--- src/rtl/ps2_host_tx.sv ---
// ps2_host_tx -- PS/2 host-to-device transmitter.
//
// Runs the full host request-to-send sequence: clock inhibit, start bit,
// 8 data bits LSB first, odd parity, stop bit, then the device ACK. All
// timing is derived from CLK_FREQ_HZ at elaboration. Both PS/2 lines are
// synchronised before use. The wrapper above owns the open-collector pads;
// this block only produces the drive enables and the data value.
//
// Optional feature macro: PS2_TX_RETRY_EN
//   defined   -> on any failure the captured byte is re-sent (new INHIBIT)
//                up to MAX_RETRIES times; ERROR only after the final failure.
//   undefined -> the first failure is reported immediately.
//
// Ports:
//   CLK             in   system clock
//   RESET           in   synchronous reset, active-high
//   CLK_PS2_IN      in   raw PS/2 clock line
//   CLK_PS2_OUT_EN  out  1 = pull the clock line low
//   DATA_PS2_IN     in   raw PS/2 data line
//   DATA_PS2_OUT    out  data value driven while DATA_PS2_OUT_EN is high
//   DATA_PS2_OUT_EN out  1 = drive the data line
//   SEND_BYTE       in   single-cycle request, honoured only in IDLE
//   BYTE_TO_SEND    in   byte captured with an accepted request
//   BUSY            out  high in every state except IDLE
//   BYTE_SENT       out  one-cycle pulse on a successful ACK
//   ERROR           out  one-cycle pulse on failure
//   ERR_CODE        out  01 start timeout, 10 frame timeout, 11 NACK

module ps2_host_tx #(
  parameter int CLK_FREQ_HZ      = 100_000_000,
  parameter int INHIBIT_US       = 100,
  parameter int START_TIMEOUT_US = 15000,
  parameter int FRAME_TIMEOUT_US = 2000,
  parameter int SYNC_STAGES      = 2,
  parameter int MAX_RETRIES      = 3
) (
  input  logic       CLK,
  input  logic       RESET,
  input  logic       CLK_PS2_IN,
  output logic       CLK_PS2_OUT_EN,
  input  logic       DATA_PS2_IN,
  output logic       DATA_PS2_OUT,
  output logic       DATA_PS2_OUT_EN,
  input  logic       SEND_BYTE,
  input  logic [7:0] BYTE_TO_SEND,
  output logic       BUSY,
  output logic       BYTE_SENT,
  output logic       ERROR,
  output logic [1:0] ERR_CODE
);

  localparam int CYC_PER_US = CLK_FREQ_HZ / 1_000_000;
  localparam int INH_CNT    = CYC_PER_US * INHIBIT_US;
  localparam int START_CNT  = CYC_PER_US * START_TIMEOUT_US;
  localparam int FRAME_CNT  = CYC_PER_US * FRAME_TIMEOUT_US;
  localparam int MAX_A      = (INH_CNT > START_CNT) ? INH_CNT : START_CNT;
  localparam int MAX_CNT    = (MAX_A > FRAME_CNT) ? MAX_A : FRAME_CNT;
  localparam int CW         = $clog2(MAX_CNT + 1);
  localparam int SS         = (SYNC_STAGES < 2) ? 2 : SYNC_STAGES;

  localparam logic [CW-1:0] INH_LAST   = CW'(INH_CNT - 1);
  localparam logic [CW-1:0] START_LAST = CW'(START_CNT - 1);
  localparam logic [CW-1:0] FRAME_LAST = CW'(FRAME_CNT - 1);

  localparam logic [1:0] ERR_START = 2'b01;
  localparam logic [1:0] ERR_FRAME = 2'b10;
  localparam logic [1:0] ERR_NACK  = 2'b11;

`ifdef PS2_TX_RETRY_EN
  localparam int RW0 = $clog2(MAX_RETRIES + 1);
  localparam int RW  = (RW0 < 2) ? 2 : RW0;
`endif

  typedef enum logic [3:0] {
    ST_IDLE, ST_INHIBIT, ST_REQ, ST_WAIT_START, ST_DATA,
    ST_PARITY, ST_STOP, ST_ACK_WAIT, ST_ACK_RELEASE
  } state_t;

  // odd parity bit for a data byte
  function automatic logic odd_parity(input logic [7:0] b);
    return ~^b;
  endfunction

  logic [SS-1:0] r_clk_sync;
  logic [SS-1:0] r_data_sync;
  logic          r_clk_prev;
  logic          w_clk_s;
  logic          w_data_s;
  logic          w_fe;

  state_t        r_state, w_state_nx;
  logic [CW-1:0] r_cnt, w_cnt_nx;
  logic [3:0]    r_idx, w_idx_nx;
  logic [7:0]    r_byte, w_byte_nx;
  logic          r_par, w_par_nx;
  logic          r_clk_en, r_data_out, r_data_en, r_busy, r_sent, r_error;
  logic          w_data_out_nx, w_data_en_nx, w_sent_nx, w_error_nx;
  logic [1:0]    r_err_code, w_err_code_nx;
  logic          w_fail;
  logic [1:0]    w_fail_code;
  logic          w_frame_to;

`ifdef PS2_TX_RETRY_EN
  logic [RW-1:0] r_retry, w_retry_nx;
`else
  logic          w_unused_retries;
  assign w_unused_retries = (MAX_RETRIES > 0);
`endif

  assign w_clk_s    = r_clk_sync[SS-1];
  assign w_data_s   = r_data_sync[SS-1];
  assign w_fe       = r_clk_prev & ~w_clk_s;
  assign w_frame_to = (r_cnt == FRAME_LAST);

  // input synchronisers; reset to the idle-high line level so no false edge appears
  always_ff @(posedge CLK) begin
    if (RESET) begin
      r_clk_sync  <= {SS{1'b1}};
      r_data_sync <= {SS{1'b1}};
      r_clk_prev  <= 1'b1;
    end else begin
      r_clk_sync  <= {r_clk_sync[SS-2:0], CLK_PS2_IN};
      r_data_sync <= {r_data_sync[SS-2:0], DATA_PS2_IN};
      r_clk_prev  <= w_clk_s;
    end
  end

  // next-state, counter and output-value logic
  always_comb begin
    w_state_nx    = r_state;
    w_cnt_nx      = r_cnt;
    w_idx_nx      = r_idx;
    w_byte_nx     = r_byte;
    w_par_nx      = r_par;
    w_data_out_nx = r_data_out;
    w_data_en_nx  = r_data_en;
    w_sent_nx     = 1'b0;
    w_error_nx    = 1'b0;
    w_err_code_nx = r_err_code;
    w_fail        = 1'b0;
    w_fail_code   = 2'b00;
`ifdef PS2_TX_RETRY_EN
    w_retry_nx    = r_retry;
`endif

    case (r_state)
      ST_IDLE: begin
        w_data_en_nx  = 1'b0;
        w_data_out_nx = 1'b0;
        if (SEND_BYTE) begin
          w_byte_nx     = BYTE_TO_SEND;
          w_par_nx      = odd_parity(BYTE_TO_SEND);
          w_err_code_nx = 2'b00;
          w_cnt_nx      = '0;
          w_state_nx    = ST_INHIBIT;
`ifdef PS2_TX_RETRY_EN
          w_retry_nx    = '0;
`endif
        end else begin
          w_state_nx = ST_IDLE;
        end
      end
      ST_INHIBIT: begin
        if (r_cnt == INH_LAST) begin
          w_cnt_nx      = '0;
          w_data_en_nx  = 1'b1;
          w_data_out_nx = 1'b0;
          w_state_nx    = ST_REQ;
        end else begin
          w_cnt_nx = r_cnt + CW'(1);
        end
      end
      ST_REQ: begin
        w_cnt_nx   = '0;
        w_state_nx = ST_WAIT_START;
      end
      ST_WAIT_START: begin
        // timeout checked first so it wins over a coincident edge
        if (r_cnt == START_LAST) begin
          w_fail      = 1'b1;
          w_fail_code = ERR_START;
        end else if (w_fe) begin
          w_data_out_nx = r_byte[0];
          w_idx_nx      = 4'd1;
          w_cnt_nx      = '0;
          w_state_nx    = ST_DATA;
        end else begin
          w_cnt_nx = r_cnt + CW'(1);
        end
      end
      ST_DATA: begin
        if (w_frame_to) begin
          w_fail      = 1'b1;
          w_fail_code = ERR_FRAME;
        end else begin
          w_cnt_nx = r_cnt + CW'(1);
          if (w_fe) begin
            if (r_idx == 4'd8) begin
              w_data_out_nx = r_par;
              w_state_nx    = ST_PARITY;
            end else begin
              w_data_out_nx = r_byte[r_idx[2:0]];
              w_idx_nx      = r_idx + 4'd1;
            end
          end else begin
            w_state_nx = ST_DATA;
          end
        end
      end
      ST_PARITY: begin
        if (w_frame_to) begin
          w_fail      = 1'b1;
          w_fail_code = ERR_FRAME;
        end else begin
          w_cnt_nx = r_cnt + CW'(1);
          if (w_fe) begin
            w_data_out_nx = 1'b1;
            w_state_nx    = ST_STOP;
          end else begin
            w_state_nx = ST_PARITY;
          end
        end
      end
      ST_STOP: begin
        if (w_frame_to) begin
          w_fail      = 1'b1;
          w_fail_code = ERR_FRAME;
        end else begin
          w_cnt_nx = r_cnt + CW'(1);
          if (w_fe) begin
            w_data_en_nx = 1'b0;
            w_state_nx   = ST_ACK_WAIT;
          end else begin
            w_state_nx = ST_STOP;
          end
        end
      end
      ST_ACK_WAIT: begin
        if (w_frame_to) begin
          w_fail      = 1'b1;
          w_fail_code = ERR_FRAME;
        end else begin
          w_cnt_nx = r_cnt + CW'(1);
          if (w_fe) begin
            if (!w_data_s) begin
              w_state_nx = ST_ACK_RELEASE;
            end else begin
              w_fail      = 1'b1;
              w_fail_code = ERR_NACK;
            end
          end else begin
            w_state_nx = ST_ACK_WAIT;
          end
        end
      end
      ST_ACK_RELEASE: begin
        if (w_frame_to) begin
          w_fail      = 1'b1;
          w_fail_code = ERR_FRAME;
        end else begin
          w_cnt_nx = r_cnt + CW'(1);
          if (w_clk_s && w_data_s) begin
            w_sent_nx  = 1'b1;
            w_state_nx = ST_IDLE;
          end else begin
            w_state_nx = ST_ACK_RELEASE;
          end
        end
      end
      default: begin
        w_data_en_nx = 1'b0;
        w_state_nx   = ST_IDLE;
      end
    endcase

    // any failure releases the data line; either retry or report
    if (w_fail) begin
      w_data_en_nx  = 1'b0;
      w_data_out_nx = 1'b0;
`ifdef PS2_TX_RETRY_EN
      if (r_retry < RW'(MAX_RETRIES)) begin
        w_retry_nx = r_retry + RW'(1);
        w_cnt_nx   = '0;
        w_state_nx = ST_INHIBIT;
      end else begin
        w_error_nx    = 1'b1;
        w_err_code_nx = w_fail_code;
        w_state_nx    = ST_IDLE;
      end
`else
      w_error_nx    = 1'b1;
      w_err_code_nx = w_fail_code;
      w_state_nx    = ST_IDLE;
`endif
    end else begin
      w_error_nx = 1'b0;
    end
  end

  // state, datapath and registered outputs
  always_ff @(posedge CLK) begin
    if (RESET) begin
      r_state    <= ST_IDLE;
      r_cnt      <= '0;
      r_idx      <= 4'd0;
      r_byte     <= 8'h00;
      r_par      <= 1'b0;
      r_clk_en   <= 1'b0;
      r_data_out <= 1'b0;
      r_data_en  <= 1'b0;
      r_busy     <= 1'b0;
      r_sent     <= 1'b0;
      r_error    <= 1'b0;
      r_err_code <= 2'b00;
`ifdef PS2_TX_RETRY_EN
      r_retry    <= '0;
`endif
    end else begin
      r_state    <= w_state_nx;
      r_cnt      <= w_cnt_nx;
      r_idx      <= w_idx_nx;
      r_byte     <= w_byte_nx;
      r_par      <= w_par_nx;
      r_clk_en   <= (w_state_nx == ST_INHIBIT);
      r_data_out <= w_data_out_nx;
      r_data_en  <= w_data_en_nx;
      r_busy     <= (w_state_nx != ST_IDLE);
      r_sent     <= w_sent_nx;
      r_error    <= w_error_nx;
      r_err_code <= w_err_code_nx;
`ifdef PS2_TX_RETRY_EN
      r_retry    <= w_retry_nx;
`endif
    end
  end

  assign CLK_PS2_OUT_EN  = r_clk_en;
  assign DATA_PS2_OUT    = r_data_out;
  assign DATA_PS2_OUT_EN = r_data_en;
  assign BUSY            = r_busy;
  assign BYTE_SENT       = r_sent;
  assign ERROR           = r_error;
  assign ERR_CODE        = r_err_code;

endmodule

--- config.mk ---
export PLATFORM = sky130hd
export DESIGN_NAME = ps2_host_tx
export DESIGN_NICKNAME = d
export VERILOG_FILES = /design/src/rtl/ps2_host_tx.sv
export SDC_FILE = /design/constraint.sdc
export NUM_CORES = 1
export LEC_CHECK = 0
export BUFFER_PORTS_ARGS = -buffer_cell sky130_fd_sc_hd__buf_4
export CAP_MARGIN = 20
export CORE_MARGIN = 2
export CORE_UTILIZATION = 55
export DETAILED_ROUTE_END_ITERATION = 16
export GPL_TIMING_DRIVEN = 0
export PLACE_DENSITY = 0.72
export SLEW_MARGIN = 10
export SYNTH_ARGS = -nofsm -noshare
export SYNTH_HDL_FRONTEND = slang
export SYNTH_SLANG_ARGS = --single-unit
--- constraint.sdc ---
create_clock -name CLK -period 3.1 [get_ports CLK]
set_clock_uncertainty 0.15 [all_clocks]
set_input_delay 0.62 -clock CLK [delete_from_list [all_inputs] [get_ports CLK]]
set_output_delay 0.62 -clock CLK [all_outputs]
set_load 0.01 [all_outputs]
# == Word level (Yosys, flattened, before mapping) ==
# Cells that the tools add are included.
# word_totals
regBits,51
in_bits,13
out_inout_bits,8
elab_cells,129
# op_classes
n_addsub,2
order_cmp,1
eq_ne,25
n_mux,62
n_bitwise,4
reduce_logical,20
# ops
operator,count
two-way mux 21 bit,5
one-hot mux 21 bit (5 select lines),1
two-way mux 4 bit,19
one-hot mux 4 bit (9 select lines),1
!= test 2 bit (second input constant),12
two-way mux 1 bit,22
adder 21 x 1 -> 21 bit (second input constant),1
== test 21 x 14 -> 1 bit (second input constant),1
== test 21 x 18 -> 1 bit (second input constant),1
== test 21 bit (second input constant),1
== test 4 x 3 -> 1 bit (second input constant),4
two-way mux 2 bit,8
nonzero test 5 bit,2
== test 4 x 1 -> 1 bit (second input constant),2
== test 4 x 2 -> 1 bit (second input constant),2
== test 4 bit (second input constant),2
one-hot mux 4 bit (2 select lines),1
AND reduction 4 bit,2
AND reduction 8 bit,1
XNOR reduction 8 bit,1
one-hot mux 1 bit (3 select lines),2
one-hot mux 2 bit (3 select lines),1
AND reduction 6 bit,1
nonzero test 2 bit,3
15 further kinds,18

# == Longest topological paths before layout ==
# logic_depth
ltp_word,7
ltp_mapped,9

# == Worst setup path before layout ==
# No wires, ideal clock.
# synth_timing
path_type,register to register
startpoint,reg r_cnt[0]
endpoint,reg r_clk_en (netlist: CLK_PS2_OUT_EN)
setup_time_ps,131
arrival_ps,2141
required_time_ps,2819
setup_slack_ps,678
stages_incl_launch_ff,9
n_path_buf,1
cell_sequence,dfxtp_1 -> ha_1 -> nand3_2 -> or4_1 -> buf_2 -> or2_1 -> a311o_1 -> o211a_1 -> nor4bb_1
# synth_via
elab_chain_len,5
# synth_rtl
element,line_no,text
"start, declared",92,"logic [CW-1:0] r_cnt, w_cnt_nx;"
"start signal, assigned",320,r_cnt <= w_cnt_nx;
== test 21 x 18 -> 1 bit (tied with other cells),113,assign w_frame_to = (r_cnt == FRAME_LAST);
two-way mux 4 bit (tied with other cells),257,if (w_frame_to) begin
one-hot mux 4 bit (9 select lines) / one-hot mux 1 bit (3 select lines) (equally long branches),146,case (r_state)
two-way mux 4 bit *,277,if (w_fail) begin
== test 4 x 1 -> 1 bit *,324,r_clk_en <= (w_state_nx == ST_INHIBIT);
"end signal, assigned",324,
"end, declared",96,"logic r_clk_en, r_data_out, r_data_en, r_busy, r_sent, r_error;"
# Every way passes the cells marked *; elsewhere a longest branch is shown, timed or not.
# A chain may end at the register's enable or synchronous reset.

# == Final worst setup path ==
# layout_timing
startpoint,reg r_cnt[10]
endpoint,reg r_cnt[17]
# layout_via
elab_chain_len,4
# layout_rtl
element,line_no,text
adder 21 x 1 -> 21 bit,--,
two-way mux 21 bit,182,end else if (w_fe) begin
two-way mux 21 bit,179,if (r_cnt == START_LAST) begin
one-hot mux 21 bit (5 select lines),146,
# Parallel ways exist; a longest one is shown, timed or not. The select of a mux whose other input is x is not followed.

==> flow_summary.json <==
{
  "outcome": "finished clean",
  "p_per_area_mw_per_mm2": 426,
  "ys_types": 64,
  "grt_max_degree": 16,
  "path_max_fanout": 10,
  "worstPathRequired_ns": 3.14,
  "synth_warnings": 0,
  "power_leakage_nw": 1.15,
  "die_h_um": 75.1,
  "synth_top_area_share": 0.367,
  "die_w_um": 75.1,
  "drtIter0Drc": 243,
  "p_sw_frac": 0.218,
  "multi_input_area_mm2": 0.00167,
  "area_delta_synth_final_pct": 13.5,
  "cts_tree": "done",
  "ctsHoldBuffers": 0,
  "ys_top_cells_by_count": "dfxtp_1 (51), nor2_1 (43), nand2_1 (23)",
  "initial_utilization": 0.581,
  "pwr-share-seq": 0.508,
  "synth-async-reset-ratio": 0,
  "rows": 25,
  "num-fill-cells": 419,
  "worstMarginPinSlew_ns": 0.653,
  "gp_congestion": 0.943,
  "intPower_mw": 1.05,
  "place_inst": 414,
  "cp-end-kind": "flip-flop",
  "route.detailed.drc": 0,
  "clockPowerShare": 0.400,
  "synth_area_per_cell_um2": 8.50,
  "wl_per_cell_um": 15.5,
  "min_path_type": "reg -> reg",
  "coreArea_mm2": 0.00479,
  "fin_cells": 422,
  "netlist_area_mm2": 0.00278,
  "setup_viol": 0,
  "ys_ff_latch": 51,
  "worst_skew_pair.late_latency_ns": 0.30,
  "fin_nets": 370,
  "num_vias": 2533,
  "synthFlopType": "dfxtp_1",
  "worst_setup_path_start_kind": "flip-flop",
  "grtUsageTotal": 0.253,
  "port_buffers": 20,
  "setup_tns_ns": 0,
  "synth_edf_count": 0,
  "slew_headroom": 0.562,
  "final_layout_size_suffix_gt1_frac": 0.144,
  "root_buffer": "clkbuf_8",
  "antenna_found_initial": 0,
  "seq_area_mm2": 0.00102,
  "ys_seq_area_frac": 0.367,
  "ctsLongestPathBuffers": 2,
  "timing.fmax_ghz": 0.354,
  "grt_pass1_wl_um": 11000,
  "clk_pin_slew_ns": 0.09,
  "drv_cap": 0,
  "grt_pass1_vias": 2304,
  "cts_made_buffers": 5,
  "io_pins": 21,
  "post-dp-hpwl_um": 4730,
  "switchingPower_mw": 0.293,
  "arrival_ns": 2.87,
  "vias_per_cell": 6.00,
  "rsz0062_at_grt": "false",
  "die_area_mm2": 0.00564,
  "synth_area_leaders": "dfxtp_1 (37%), xnor2_1 (6.0%), nor2_1 (5.8%), mux2i_1 (4.0%), a21oi_1 (3.2%)",
  "syn_nets": 343,
  "hold_violations": 0,
  "cts_sinks": 51,
  "yosysTopAreaCell": "dfxtp_1",
  "synth.most_common_cell": "dfxtp_1",
  "worstSetupPathType": "reg -> reg",
  "min_period_ns": 2.82,
  "grt_overflow": 0,
  "insertedDiodeCount": 0,
  "drv_slew": 0,
  "firstDrtPassIters": 5,
  "combinationalPowerShare": 0.092,
  "final_antenna_net_count": 0,
  "fin_crit_sh": 0.911,
  "routed_wl_um": 6530,
  "synth_cells": 327,
  "ir_drop_uv": 281,
  "h-tree-depth": 2
}
==> final cells by class <==
| cell class | count | share of cell area |
|---|---|---|
| buffer | 14 | 0.0190 |
| tap | 67 | 0.0266 |
| multi-input combinational | 252 | 0.529 |
| clock inverter | 2 | 0.0190 |
| clock buffer | 6 | 0.0230 |
| sequential | 51 | 0.324 |
| timing repair buffer | 20 | 0.0476 |
| inverter | 10 | 0.0119 |
==> worst max-delay path, cell delays in order (launching register included) <==
cell and delay [ns]:
dfxtp_1 0.31, clkbuf_1 0.28, and4b_1 0.24, nand4b_1 0.17, o311ai_1 0.47, o21bai_1 0.32, o31ai_1 0.37, buf_2 0.30
nor2_1 0.08
==> power by group through the flow <==
stage / clock [mW] / sequential (mW) / combinational, mW
5_1_grt: 0.572 / 0.685 / 0.135
4_1_cts: 0.546 / 0.683 / 0.124
3_3_place_gp: 0 / 0.697 / 0.122
3_5_place_dp: 0 / 0.698 / 0.123
2_1_floorplan: 0 / 0.697 / 0.0820
6_report: 0.537 / 0.683 / 0.124
==> cells by family after synthesis <==
group | Yosys count | synth area share
compound gates | 68 | 0.174
xor+xnor | 21 | 0.0662
fa+ha+maj | 3 | 0.0135
buf+inv | 24 | 0.0351
flops | 51 | 0.367
mux | 14 | 0.0599
simple gates | 146 | 0.284
==> state kept, by name, indices dropped and copies added, names as in the netlist, 2 cells and up <==
name / cells
ERR_CODE: 2
r_byte: 8
r_clk_sync: 2
r_cnt: 21
r_data_sync: 2
r_idx: 4
r_state: 4
==> stage by stage <==
step	util	instance area (µm²)	total power, mW	hold WS [ns]	setup slack [ns]
global route	0.659	3160	1.39	0.295	0.0241
global placement	0.630	3010	0.819	0.241	0.189
finish	0.659	3160	1.34	0.264	0.275
floorplan	-	2780	0.779	0.239	0.678
CTS	0.658	3150	1.35	0.265	0.165
detailed placement	0.630	3010	0.822	0.243	0.194
==> routing by layer <==
metal	routed length, µm	global-route usage	part of all wire	up-vias
li1	-	-	-	1239
met1	2940	0.350	0.45	1182
met2	3070	0.404	0.47	97
met3	428	0.0495	0.066	15
met4	87	0.0655	0.013	0
met5	0	0	0	-
==> path summary, 6_finish.rpt <==
kind / startpoint / to / slack (ns) / cells after the start
min: r_data_sync[0] / r_data_sync[1] / 0.26 / 1
min reg2reg: r_data_sync[0] / r_data_sync[1] / 0.26 / 1
max reg2reg: r_cnt[10] / r_cnt[17] / 0.28 / 8
max: r_cnt[10] / r_cnt[17] / 0.28 / 8
==> cells in the final DEF (no fill, tap or decap), types with 8 or more instances in the layout <==
cell type,instances
or3_1,8
a21oi_1,18
mux2i_1,11
clkbuf_1,8
xnor2_1,19
nand3_1,9
buf_4,20
nor2_1,43
nor3_1,9
inv_1,10
dfxtp_1,51
o21ai_0,8
nand2_1,23
==> what timing repair did <==
action	CTS	global route
setup endpoints to repair	0	6
resized for setup	0	1
setup buffers	0	0
Note: power is estimated with default switching activity, not from simulation.
